===== src/rtl/clmul_iter_unit_if.sv =====
// clmul_iter_unit_if
//   Issue and writeback bundle for the iterative carry-less multiplier.
//   The names match the unit's port list, so the _i/_o suffixes are seen from the unit.
//
//   Issue side     : flush_i, valid_i, ready_o, op_i, operand_a_i, operand_b_i, trans_id_i
//   Writeback side : valid_o, result_ready_i, result_o, trans_id_o
//
//   Modports
//     master : the issuing pipeline / writeback consumer
//     slave  : the multiplier unit
interface clmul_iter_unit_if #(
  parameter int XLEN          = 64,
  parameter int TRANS_ID_BITS = 3
);
  logic                     flush_i;
  logic                     valid_i;
  logic                     ready_o;
  logic [1:0]               op_i;
  logic [XLEN-1:0]          operand_a_i;
  logic [XLEN-1:0]          operand_b_i;
  logic [TRANS_ID_BITS-1:0] trans_id_i;
  logic                     valid_o;
  logic                     result_ready_i;
  logic [XLEN-1:0]          result_o;
  logic [TRANS_ID_BITS-1:0] trans_id_o;

  modport master (
    output flush_i, valid_i, op_i, operand_a_i, operand_b_i, trans_id_i, result_ready_i,
    input  ready_o, valid_o, result_o, trans_id_o
  );

  modport slave (
    input  flush_i, valid_i, op_i, operand_a_i, operand_b_i, trans_id_i, result_ready_i,
    output ready_o, valid_o, result_o, trans_id_o
  );
endinterface


===== src/rtl/clmul_iter_unit.sv =====
// clmul_iter_unit
//   Iterative carry-less multiplier for CLMUL / CLMULH / CLMULR.
//   Consumes BITS_PER_CYCLE multiplier bits per BUSY cycle. With EARLY_EXIT,
//   BUSY ends as soon as the remaining multiplier bits are all zero.
//
//   Ports
//     clk_i  : clock
//     rst_i  : asynchronous, active-high reset
//     bus    : clmul_iter_unit_if.slave (issue handshake, flush, writeback handshake)
//
//   States
//     S_IDLE | ready for an issue
//     S_BUSY | accumulating partial products
//     S_DONE | result held, waiting for writeback
//
//   All outputs are registered; ready_o and valid_o mirror the state.
module clmul_iter_unit #(
  parameter int XLEN           = 64,
  parameter int BITS_PER_CYCLE = 4,
  parameter int EARLY_EXIT     = 1,
  parameter int TRANS_ID_BITS  = 3
) (
  input logic              clk_i,
  input logic              rst_i,
  clmul_iter_unit_if.slave bus
);

  localparam int STEPS = XLEN / BITS_PER_CYCLE;
  // A one-step configuration still needs a one-bit counter.
  localparam int CNT_W = (STEPS > 1) ? $clog2(STEPS) : 1;
  localparam logic [CNT_W-1:0] CNT_LAST = CNT_W'(STEPS - 1);

  localparam logic [1:0] OP_CLMULH = 2'd1;
  localparam logic [1:0] OP_CLMULR = 2'd2;

  typedef enum logic [1:0] {
    S_IDLE = 2'd0,
    S_BUSY = 2'd1,
    S_DONE = 2'd2
  } state_t;

  state_t                   state;
  logic [2*XLEN-1:0]        acc;
  logic [2*XLEN-1:0]        a_sh;
  logic [XLEN-1:0]          b_rem;
  logic [CNT_W-1:0]         cnt;
  logic [1:0]               op;
  logic [TRANS_ID_BITS-1:0] tag;

  logic [2*XLEN-1:0]        acc_step;
  logic [XLEN-1:0]          b_next;
  logic                     last_step;
  logic [XLEN-1:0]          result_sel;

  // One BUSY step: fold in the partial products of the low BITS_PER_CYCLE
  // multiplier bits, then decide whether this was the final step.
  always_comb begin
    acc_step = acc;
    for (int j = 0; j < BITS_PER_CYCLE; j++) begin
      if (b_rem[j]) begin
        acc_step = acc_step ^ (a_sh << j);
      end
    end
    b_next    = b_rem >> BITS_PER_CYCLE;
    last_step = (cnt == CNT_LAST) || ((EARLY_EXIT != 0) && (b_next == '0));
  end

  // Result selection works on the post-step accumulator so the result can be
  // registered on the same edge that enters S_DONE. Reserved op 3 acts as CLMUL.
  always_comb begin
    result_sel = acc_step[XLEN-1:0];
    case (op)
      OP_CLMULH: result_sel = acc_step[2*XLEN-1:XLEN];
      OP_CLMULR: result_sel = acc_step[2*XLEN-2:XLEN-1];
      default:   result_sel = acc_step[XLEN-1:0];
    endcase
  end

  always_ff @(posedge clk_i or posedge rst_i) begin
    if (rst_i) begin
      state          <= S_IDLE;
      acc            <= '0;
      a_sh           <= '0;
      b_rem          <= '0;
      cnt            <= '0;
      op             <= '0;
      tag            <= '0;
      bus.ready_o    <= 1'b1;
      bus.valid_o    <= 1'b0;
      bus.result_o   <= '0;
      bus.trans_id_o <= '0;
    end else if (bus.flush_i) begin
      // Flush wins over issue, BUSY completion and writeback.
      state       <= S_IDLE;
      bus.ready_o <= 1'b1;
      bus.valid_o <= 1'b0;
    end else begin
      case (state)
        S_IDLE: begin
          if (bus.valid_i) begin
            acc         <= '0;
            a_sh        <= {{XLEN{1'b0}}, bus.operand_a_i};
            b_rem       <= bus.operand_b_i;
            cnt         <= '0;
            op          <= bus.op_i;
            tag         <= bus.trans_id_i;
            state       <= S_BUSY;
            bus.ready_o <= 1'b0;
          end
        end

        S_BUSY: begin
          acc   <= acc_step;
          a_sh  <= a_sh << BITS_PER_CYCLE;
          b_rem <= b_next;
          cnt   <= cnt + 1'b1;
          if (last_step) begin
            state          <= S_DONE;
            bus.valid_o    <= 1'b1;
            bus.result_o   <= result_sel;
            bus.trans_id_o <= tag;
          end
        end

        S_DONE: begin
          if (bus.result_ready_i) begin
            state       <= S_IDLE;
            bus.valid_o <= 1'b0;
            bus.ready_o <= 1'b1;
          end
        end

        default: begin
          state       <= S_IDLE;
          bus.valid_o <= 1'b0;
          bus.ready_o <= 1'b1;
        end
      endcase
    end
  end

endmodule


===== src/flat_wrapper.sv =====
// flat-port wrapper written by rule: the top's interface ports become plain ports
module clmul_iter_unit_flat 
#(
  parameter int XLEN           = 64,
  parameter int BITS_PER_CYCLE = 4,
  parameter int EARLY_EXIT     = 1,
  parameter int TRANS_ID_BITS  = 3
)
  (clk_i, rst_i, bus_flush_i, bus_valid_i, bus_op_i, bus_operand_a_i, bus_operand_b_i, bus_trans_id_i, bus_result_ready_i, bus_ready_o, bus_valid_o, bus_result_o, bus_trans_id_o);
  clmul_iter_unit_if #(.XLEN(XLEN), .TRANS_ID_BITS(TRANS_ID_BITS)) bus_i ();
  input logic clk_i;
  input logic rst_i;
  input wire logic [$bits(bus_i.flush_i)-1:0] bus_flush_i;
  input wire logic [$bits(bus_i.valid_i)-1:0] bus_valid_i;
  input wire logic [$bits(bus_i.op_i)-1:0] bus_op_i;
  input wire logic [$bits(bus_i.operand_a_i)-1:0] bus_operand_a_i;
  input wire logic [$bits(bus_i.operand_b_i)-1:0] bus_operand_b_i;
  input wire logic [$bits(bus_i.trans_id_i)-1:0] bus_trans_id_i;
  input wire logic [$bits(bus_i.result_ready_i)-1:0] bus_result_ready_i;
  output wire logic [$bits(bus_i.ready_o)-1:0] bus_ready_o;
  output wire logic [$bits(bus_i.valid_o)-1:0] bus_valid_o;
  output wire logic [$bits(bus_i.result_o)-1:0] bus_result_o;
  output wire logic [$bits(bus_i.trans_id_o)-1:0] bus_trans_id_o;
  assign bus_i.flush_i = bus_flush_i;
  assign bus_i.valid_i = bus_valid_i;
  assign bus_i.op_i = bus_op_i;
  assign bus_i.operand_a_i = bus_operand_a_i;
  assign bus_i.operand_b_i = bus_operand_b_i;
  assign bus_i.trans_id_i = bus_trans_id_i;
  assign bus_i.result_ready_i = bus_result_ready_i;
  assign bus_ready_o = bus_i.ready_o;
  assign bus_valid_o = bus_i.valid_o;
  assign bus_result_o = bus_i.result_o;
  assign bus_trans_id_o = bus_i.trans_id_o;
  clmul_iter_unit #(.XLEN(XLEN), .BITS_PER_CYCLE(BITS_PER_CYCLE), .EARLY_EXIT(EARLY_EXIT), .TRANS_ID_BITS(TRANS_ID_BITS)) u_core (.clk_i(clk_i), .rst_i(rst_i), .bus(bus_i));
endmodule

===== config.mk =====
export PLATFORM = sky130hd
export DESIGN_NAME = clmul_iter_unit_flat
export DESIGN_NICKNAME = d
export VERILOG_FILES = /design/src/rtl/clmul_iter_unit_if.sv /design/src/rtl/clmul_iter_unit.sv /design/src/flat_wrapper.sv
export SDC_FILE = /design/constraint.sdc
export NUM_CORES = 1
export LEC_CHECK = 0
export CAP_MARGIN = 30
export CORE_ASPECT_RATIO = 1.25
export CORE_MARGIN = 1.5
export CORE_UTILIZATION = 59
export CTS_CLUSTER_SIZE = 25
export DETAILED_ROUTE_END_ITERATION = 7
export GPL_TIMING_DRIVEN = 0
export PLACE_DENSITY_LB_ADDON = 0.12
export SLEW_MARGIN = 15
export SYNTH_ARGS = -nofsm -noshare
export SYNTH_HDL_FRONTEND = slang
export SYNTH_SLANG_ARGS = --single-unit

===== constraint.sdc =====
create_clock -name clk_i -period 16.8 [get_ports clk_i]
set_clock_uncertainty 0.2 [all_clocks]
set_input_delay 2.52 -clock clk_i [delete_from_list [all_inputs] [get_ports clk_i]]
set_output_delay 2.52 -clock clk_i [all_outputs]
set_load 0.03 [all_outputs]

==> results.json <==
{
  "root_buffer": "clkbuf_16",
  "synth_top_area_cell": "dfrtp_1",
  "vias": 21100,
  "drv_cap": 0,
  "period_minus_slack_ns": 4.77,
  "crit_path_max_fanout": 10,
  "path_common_cell": "clkbuf_1",
  "post-cts-setup-buffers": 0,
  "place.gp.congestion": 0.894,
  "synth_cells": 2799,
  "rsz0062_at_grt": "false",
  "finalPower_mw": 3.71,
  "ctsHoldBuffers": 0,
  "clk_path_buf_depth": 3,
  "ys_warn_count": 0,
  "area_growth_pct": 18.7,
  "multi_input_area_sq_um": 12700,
  "diodes": 0,
  "die_w_um": 182,
  "fillers": 3096,
  "grt_max_degree": 103,
  "tns_ns": 0,
  "synth_area_leaders": "dfrtp_1 (42%), nand2_1 (15%), xnor2_1 (12%)",
  "grt_pass1_vias": 20700,
  "synth-seq-cells": 400,
  "dieArea_sq_um": 41300,
  "layout.nets": 3198,
  "end_kind": "flip-flop",
  "seq_area_sq_um": 10000,
  "htree_levels": 2,
  "synth-seq-area-share_pct": 42.3,
  "syn_avg_cell_area_sq_um": 8.45,
  "fmax_mhz": 210,
  "max_stage_delay_ns": 0.62,
  "ant_nets": 0,
  "antenna_found_initial": 0,
  "criticalPathCategory": "input pin to flip-flop",
  "ys_async_sr_fraction_pct": 100,
  "dieHeight_um": 227,
  "drtPass1Iterations": 6,
  "fin_crit_sh_pct": 28.4,
  "grt_pass1_wl_mm": 109,
  "stdcell_count": 3589,
  "p_per_area_nw_per_um2": 132,
  "synthFlopType": "dfrtp_1",
  "initial_core_util_pct": 60.2,
  "dp_slack_ns": 11.51,
  "drive_gt1_share_pct": 5.56,
  "cts_resized": 0,
  "wl_per_cell_um": 19.0,
  "grtUsageTotal_pct": 33.1,
  "finalWorstSetupSlack_ns": 12.03,
  "cts_num_sinks": 400,
  "core_area_sq_um": 39300,
  "tightest_slew_ns": 0.877,
  "crit_required_ns": 17.10,
  "crit_chain": "clkdlybuf4s50_1, o21ai_1, clkbuf_1, buf_8, clkbuf_1, a22o_1",
  "leakage_nw": 12.1,
  "clkTransAtPathRegs_ns": 0.07,
  "hold_viol": 0,
  "hp-class": "flip-flop to flip-flop",
  "finalSetupViolations": 0,
  "status": "complete, no violations",
  "final_core_util_pct": 71.4,
  "startpoint_type": "input pin",
  "cts_buffers": 43,
  "rows": 81,
  "ioPinCount": 207,
  "place_area_sq_um": 26500,
  "synth.distinct_cells": 40,
  "synth_top_area_share_pct": 42.2,
  "synth-edff-count": 0,
  "syn-cell-area_sq_um": 23700,
  "dp.cells": 3510,
  "overflow": 0,
  "place_hpwl_mm": 49.9,
  "via_per_inst": 5.88,
  "drt-total-wl_mm": 68.1,
  "crit_path_top_delay_cell": "o21ai_1",
  "synth_nets": 2940,
  "slew_headroom_pct": 41.5,
  "final_max_slew_viol_count": 0,
  "remaining_drc_errors": 0,
  "portBuffers": 205,
  "fin_area_sq_um": 28100,
  "clkLatencyLatePin_ns": 0.57,
  "worstPathArrival_ns": 5.07,
  "ir_worst_vdd_v": 0.0000886,
  "drt_iter0_drc": 1506,
  "tritoncts": "built",
  "whs_ns": 0.301
}
[registers in the layout (all words and copies together) (netlist names), 2 cells and up]
name and count:
u_core.bus.result_o 64, u_core.op 2, u_core.b_rem 64, u_core.bus.trans_id_o 3
u_core.acc 128, u_core.cnt 4, u_core.state 2, u_core.a_sh 128
u_core.tag 3
[power breakdown]
group          internal, mW  total, mW  switching, mW
clock network         0.638       1.05          0.410
registers              1.12       1.29          0.166
logic                 0.572       1.37          0.800
total                  2.33       3.71           1.38
[critical path: cells and delay by family]
kind / cells / cell delay [ns]
buf+inv: 4 / 1.67
compound gates: 2 / 0.87
[final cells by class]
type / count / share of cell area [%]
flip-flops and latches: 400 / 35.7
multi-input cells: 2191 / 45.3
clock inverters: 20 / 1.03
well taps: 498 / 2.22
inverters: 5 / 0.0936
plain buffers: 203 / 3.28
repair buffers: 213 / 7.89
clock buffers: 59 / 4.52
[cells in the final DEF (no fill, tap or decap), types with 2 or more instances in the layout]
master and count:
a22oi_1 2, buf_8 4, clkdlybuf4s50_1 205, nand2_2 10
clkinvlp_4 3, o21ai_0 182, a22o_1 141, buf_4 12
buf_16 4, mux2_2 7, nor2_1 128, a21oi_1 63
inv_1 4, nand3_1 2, nor4_1 15, o21ai_1 5
a221o_1 60, xnor2_1 314, clkbuf_8 9, o31ai_1 2
clkbuf_16 45, nand4_1 4, xnor3_1 2, clkbuf_1 133
xor2_1 190, clkbuf_2 2, buf_6 6, a31oi_1 120
buf_2 48, dfrtp_1 399, bufinv_16 7, clkinv_2 8
ha_1 3, nand2b_1 2, buf_1 7, a221oi_1 2
nand2_1 927
[layer usage]
metal	share of wire (%)	routed length (um)	vias to the layer above	track usage [%]
met3	7.0	4790	153	4.96
met2	48	32500	867	56.1
li1	-	-	9858	-
met5	0	0	-	0
met1	42	28300	10200	42.9
met4	3.6	2460	0	12.6
[kinds of logic after synthesis]
| logic type | Yosys count | share of synthesized area (%) |
|---|---|---|
| simple gates | 1094 | 17.8 |
| mux | 7 | 0.333 |
| flops | 400 | 42.3 |
| compound gates | 581 | 16.5 |
| fa+ha+maj | 3 | 0.159 |
| buf+inv | 208 | 3.97 |
| xor+xnor | 506 | 18.9 |
[synthesized netlist by cell type, types with 2 or more instances]
cell	number
nand2_1	927
dfrtp_1	399
xnor2_1	314
xor2_1	190
o21ai_0	182
a22o_1	141
clkbuf_1	130
nor2_1	128
a31oi_1	120
a21oi_1	63
a221o_1	60
buf_2	48
nor4_1	15
buf_4	11
nand2_2	10
buf_1	7
mux2_2	7
buf_6	6
inv_1	5
o21ai_1	5
nand4_1	4
ha_1	3
a221oi_1	2
a22oi_1	2
nand2b_1	2
nand3_1	2
o31ai_1	2
xnor3_1	2
[worst paths after layout]
path                                            to  slack [ns]              from  depth (start not counted)
setup / recovery                    u_core.a_sh[3]       12.03       bus_valid_i                          6
hold / removal                      u_core.acc[31]        0.30    u_core.acc[31]                          2
setup reg to reg           u_core.bus.result_o[40]       13.58  u_core.b_rem[62]                          8
hold reg to reg                     u_core.acc[31]        0.30    u_core.acc[31]                          2
max in group asynchronous         u_core.b_rem[11]       12.58             rst_i                          5
min in group asynchronous           u_core.acc[44]        2.13             rst_i                          2
(Power assumes the default switching activity.)
